--- src/rtl/wb_stage_reg.sv ---
`default_nettype none
// ============================================================================
// Module   : wb_stage_reg
// Brief    : Y86-64 memory-to-writeback pipeline register with stall/bubble,
//            sticky halt on first non-AOK status and qualified RF write enables.
//            Optional retired-instruction counter: define WB_RETIRE_CNT_EN.
// Revision : 1.0 - initial release
// ============================================================================
module wb_stage_reg #(
    parameter int                   DATA_W    = 64,
    parameter int                   REG_W     = 4,
    parameter int                   ICODE_W   = 4,
    parameter int                   STAT_W    = 4,
    parameter logic [REG_W-1:0]     RNONE     = 4'hF,
    parameter logic [ICODE_W-1:0]   ICODE_NOP = 4'h1,
    parameter logic [STAT_W-1:0]    STAT_AOK  = 4'h1,
    parameter int                   CNT_W     = 32
) (
    input  logic                clk,
    input  logic                rst,
    input  logic                W_stall,
    input  logic                W_bubble,
    input  logic [STAT_W-1:0]   m_stat,
    input  logic [ICODE_W-1:0]  M_icode,
    input  logic [DATA_W-1:0]   M_valE,
    input  logic [DATA_W-1:0]   m_valM,
    input  logic [REG_W-1:0]    M_dstE,
    input  logic [REG_W-1:0]    M_dstM,
    output logic [STAT_W-1:0]   W_stat,
    output logic [ICODE_W-1:0]  W_icode,
    output logic [DATA_W-1:0]   W_valE,
    output logic [DATA_W-1:0]   W_valM,
    output logic [REG_W-1:0]    W_dstE,
    output logic [REG_W-1:0]    W_dstM,
    output logic                rf_we_e,
    output logic                rf_we_m,
    output logic                halted
`ifdef WB_RETIRE_CNT_EN
    ,
    output logic [CNT_W-1:0]    retired_cnt
`endif
);

    logic [STAT_W-1:0]  r_stat;
    logic [ICODE_W-1:0] r_icode;
    logic [DATA_W-1:0]  r_valE;
    logic [DATA_W-1:0]  r_valM;
    logic [REG_W-1:0]   r_dstE;
    logic [REG_W-1:0]   r_dstM;
    logic               r_halted;

    // Halt outranks stall, stall outranks bubble.
    logic w_load;
    logic w_take_m;

    assign w_load   = !r_halted && !W_stall;
    assign w_take_m = w_load && !W_bubble;

    always_ff @(posedge clk) begin
        if (rst) begin
            r_stat   <= STAT_AOK;
            r_icode  <= ICODE_NOP;
            r_valE   <= '0;
            r_valM   <= '0;
            r_dstE   <= RNONE;
            r_dstM   <= RNONE;
            r_halted <= 1'b0;
        end else if (w_load) begin
            if (W_bubble) begin
                r_stat  <= STAT_AOK;
                r_icode <= ICODE_NOP;
                r_valE  <= '0;
                r_valM  <= '0;
                r_dstE  <= RNONE;
                r_dstM  <= RNONE;
            end else begin
                r_stat   <= m_stat;
                r_icode  <= M_icode;
                r_valE   <= M_valE;
                r_valM   <= m_valM;
                r_dstE   <= M_dstE;
                r_dstM   <= M_dstM;
                r_halted <= (m_stat != STAT_AOK);
            end
        end
    end

    assign W_stat  = r_stat;
    assign W_icode = r_icode;
    assign W_valE  = r_valE;
    assign W_valM  = r_valM;
    assign W_dstE  = r_dstE;
    assign W_dstM  = r_dstM;
    assign halted  = r_halted;

    // Enables look only at the W registers so a faulting entry never writes.
    assign rf_we_e = (r_dstE != RNONE) && (r_stat == STAT_AOK);
    assign rf_we_m = (r_dstM != RNONE) && (r_stat == STAT_AOK);

`ifdef WB_RETIRE_CNT_EN
    logic [CNT_W-1:0] r_retired_cnt;

    always_ff @(posedge clk) begin
        if (rst) begin
            r_retired_cnt <= '0;
        end else if (w_take_m && (m_stat == STAT_AOK) && (M_icode != ICODE_NOP)
                     && (r_retired_cnt != {CNT_W{1'b1}})) begin
            r_retired_cnt <= r_retired_cnt + CNT_W'(1);
        end
    end

    assign retired_cnt = r_retired_cnt;
`else
    // Counter width only matters when the counter is built.
    if (CNT_W > 0) begin : g_no_retire_cnt
    end
`endif

endmodule
`default_nettype wire

--- config.mk ---
export PLATFORM = sky130hd
export DESIGN_NAME = wb_stage_reg
export DESIGN_NICKNAME = d
export VERILOG_FILES = /design/src/rtl/wb_stage_reg.sv
export SDC_FILE = /design/constraint.sdc
export NUM_CORES = 1
export LEC_CHECK = 0
export CAP_MARGIN = 20
export CORE_MARGIN = 8
export CORE_UTILIZATION = 37
export DETAILED_ROUTE_END_ITERATION = 8
export PLACE_DENSITY = 0.76
export REMOVE_ABC_BUFFERS = 1
export SLEW_MARGIN = 5
export SYNTH_ARGS = -nofsm -noshare
export SYNTH_HDL_FRONTEND = slang
export SYNTH_SLANG_ARGS = --single-unit
--- constraint.sdc ---
create_clock -name clk -period 1.4 [get_ports clk]
set_input_delay 0.21 -clock clk [delete_from_list [all_inputs] [get_ports clk]]
set_output_delay 0.21 -clock clk [all_outputs]
set_load 0.05 [all_outputs]
==> run summary <==
The run finished, with violations left. The checks that failed: setup timing. In this run the critical register-to-register path is captured at W_valE[35]. The number of rows created at floorplan came out at 48. STA classifies the critical path endpoint as an output pin. The number of violations of the max-capacitance limit came out at 0. Of the post-synthesis cell area, the dominant cell type holds 0.459. Summed over all instances, the cell type with the most area after synthesis is dfxtp_1. The share of post-route cells with drive strength above 1 is 0.492.

The placer's final routability congestion estimate is 0.775. The post-CTS clock slew at the launch and capture registers of the worst setup and hold paths is 0.06 ns. The slowest library cell on the worst path is or4b_4. The average detailed-routed wire length per instance came out at 24.0 µm. The routed layout has 7130 vias. The cts-stage hold buffer count came out at 0. The routed via count divided by cell count came out at 5.77. The final period demand of the worst path came out at 1.91 ns.

The worst setup path category is flip-flop to output pin. At the pin with the least slew margin, the transition time is 0.536 ns. The critical path data required time came out at 1.19 ns. The floorplan core area is 0.0170 mm². The power density over the cells is 994 mW/mm².

The count of antenna diodes in the layout came out at 0. Leaving out fill and tap cells, the most frequent cell in the layout is buf_12. The total global routing track utilization is 0.239. The die covers 0.0215 mm². The number of logic stages on the critical path including buffering is 3.

Ranked by total cell area, the synthesized netlist is headed by dfxtp_1 46%, or4b_1 21%, a21oi_1 11%. Including well taps, the total number of placed cells is 1144. The final worst-path cycle share came out at 1.37. The data arrival time at the worst-slack endpoint came out at 1.70 ns. Summed over all nets, the half-perimeter wirelength after detailed placement is 16.2 mm. In this run the worst path has a maximum fanout of 2. The number of hold violations in the final report is 0. The post-route core utilization came out at 0.804.

The worst clock skew on the final layout is 0.00657 ns. The top cell types in the final layout, fill and taps aside, are 175 x buf_12, 144 x dfxtp_1, 144 x clkdlybuf4s50_1. The number of antenna violations at the first check in global routing is 0. The maximum number of pins on one net before global-route repair is 78. The clock net sink count came out at 145. The post-synthesis to final-layout area growth came out at 116%. The effective utilization at floorplan is 0.372. The tree is rooted in a clkbuf_16. In this run the static leakage power is 4.96 nW. For this run, the register share of the synthesized area comes to 0.459. The setup check on the worst reg-to-reg path leaves a slack of -0.23 ns. The die is 147 µm wide.

The remaining design rule violation count is 0. The port buffer count is 294. The die is 147 µm tall. Following the worst setup path forward leads to its endpoint at rf_we_m. The number of register bits inferred by synthesis came out at 145. The final global-route overflow total is 0. The count of nets left with antenna violations once routing finished came out at 0. The startpoint identified for the worst register-to-register timing path is halted. The critical path goes through or4b_4, a41oi_4, buf_12. The aggregate routed wire length is 29.6 mm. The kind of start point of the critical path is a flip-flop.

The number of endpoints failing setup at the final stage came out at 148. The setup total negative slack is -14.94 ns. The wire length of the first global-routing pass is 41.1 mm.

The total buffers and inverters traversed by the critical path is 1. On the critical path the largest part of the delay comes from simple AND/OR/NAND/NOR gates. The clock insertion delay at the later pin of the skew report is 0.42 ns. The longest individual stage delay on the worst path is 0.58 ns. The startpoint of the worst setup timing path is W_stat[3]. The relative slew slack came out at 0.642.

The warning count from the yosys run is 0. The via count of the first global-routing pass came out at 7160. The number of H-tree levels came out at 4. The achievable frequency came out at 523 MHz. The count of cells in the finished layout, fillers not included, comes to 1235. Setup repair after global routing could not meet its margin everywhere. After synthesis, the netlist uses 17 different library cells.

The slack of the critical path is -0.512 ns. The number of clock buffers added by TritonCTS is 17. The first-pass iteration count of the detailed router came out at 4. The final count of pins violating max slew was 0. The maximum resistive drop on vdd came out at 755 µV. Synthesis produced a netlist whose cell count is 680.

The first routing iteration left 282 violations. The min-delay analysis places its worst path in the category input port to flip-flop. Hold timing on the final database bottoms out at a slack of 0.248 ns.

The number of inserted filler cells in the final layout is 931. The net count reported at finish is 1145. A synthesized cell averages 9.30 µm². The deepest clock path buffer count came out at 2. The worst reg2reg path depth came out at 6. The clock tree from TritonCTS is yes. The netlist area before placement came out at 0.00633 mm².

The top-level I/O count came out at 295.
sequential cells by signal, indices dropped and copies added (netlist names):
name	flops
W_icode	4
W_stat	4
W_dstE	4
halted	1
W_valE	64
W_dstM	4
W_valM	64
stage by stage:
| step | area, µm² | total power, mW | setup slack [ns] |
|---|---|---|---|
| CTS | 12800 | 13.2 | -0.527 |
| global route | 13700 | 14.0 | -0.556 |
| global placement | 11000 | 7.29 | -0.153 |
| detailed placement | 11000 | 7.34 | -0.181 |
| finish | 13700 | 13.6 | -0.512 |
| floorplan | 5860 | 5.55 | -3.57 |
Yosys cell counts, drive strengths merged:
master / count
dfxtp: 145
or4b: 135
a21oi: 134
o21ai: 134
clkbuf: 55
buf: 41
or4: 11
a21o: 10
o21bai: 10
a41oi: 2
inv: 1
nor4b: 1
o22ai: 1
kinds of logic (layout without fill, tap and decap cells):
kind of cell,Yosys count,after routing,share of synthesized area
AOI/OAI and AO/OA,291,291,0.239
buffers and inverters,97,427,0.0738
DFF,145,145,0.459
and+or+nand+nor,147,147,0.228
worst reg2reg max path, delay by kind of cell (launching register included):
kind	cells	cell delay [ns]
flops	1	0.36
compound gates	1	0.14
simple gates	1	0.49
buf+inv	4	0.57
metal layers:
layer | track usage | part of all wire | up-vias
met5 | 0 | 0 | -
met4 | 0.0943 | 0.034 | 0
met3 | 0.0929 | 0.078 | 66
met2 | 0.402 | 0.51 | 301
met1 | 0.268 | 0.38 | 3532
li1 | - | - | 3231
worst min path at each step:
| stage | startpoint | to | slack [ns] | cells after the start |
|---|---|---|---|---|
| finish | rst | W_valM[48] | 0.25 | 2 |
| global route | rst | W_valM[48] | 0.25 | 2 |
| CTS | rst | W_valM[2] | 0.21 | 2 |
| detailed placement | W_valE[14] | W_valE[14] | 0.51 | 2 |
| global placement | W_valE[10] | W_valE[10] | 0.50 | 2 |
| floorplan | rst | W_icode[1] | 0.28 | 1 |
final cells by class:
type                       instances  area, µm²  area share
clock buffer                      23        478      0.0350
timing repair buffer             394       5970       0.437
tap                              225        282      0.0206
sequential                       145       2910       0.213
multi-input combinational        438       3830       0.280
inverter                           1       3.75    0.000275
clock inverter                     9        200      0.0146
what timing repair did:
action                     in CTS  in global routing
buffers inserted               27                 16
cloned                         20                 10
resized for setup              86                199
setup endpoints to repair      62                148
pin swaps                     259                 83
where the power goes:
part           total (mW)  internal (mW)  leakage [nW]  switching, mW
combinational        3.78           2.03          3.44           1.75
clock                5.29           3.49         0.332           1.80
sequential           4.51           4.31          1.18          0.203
Power figures use the tool's default switching activity.
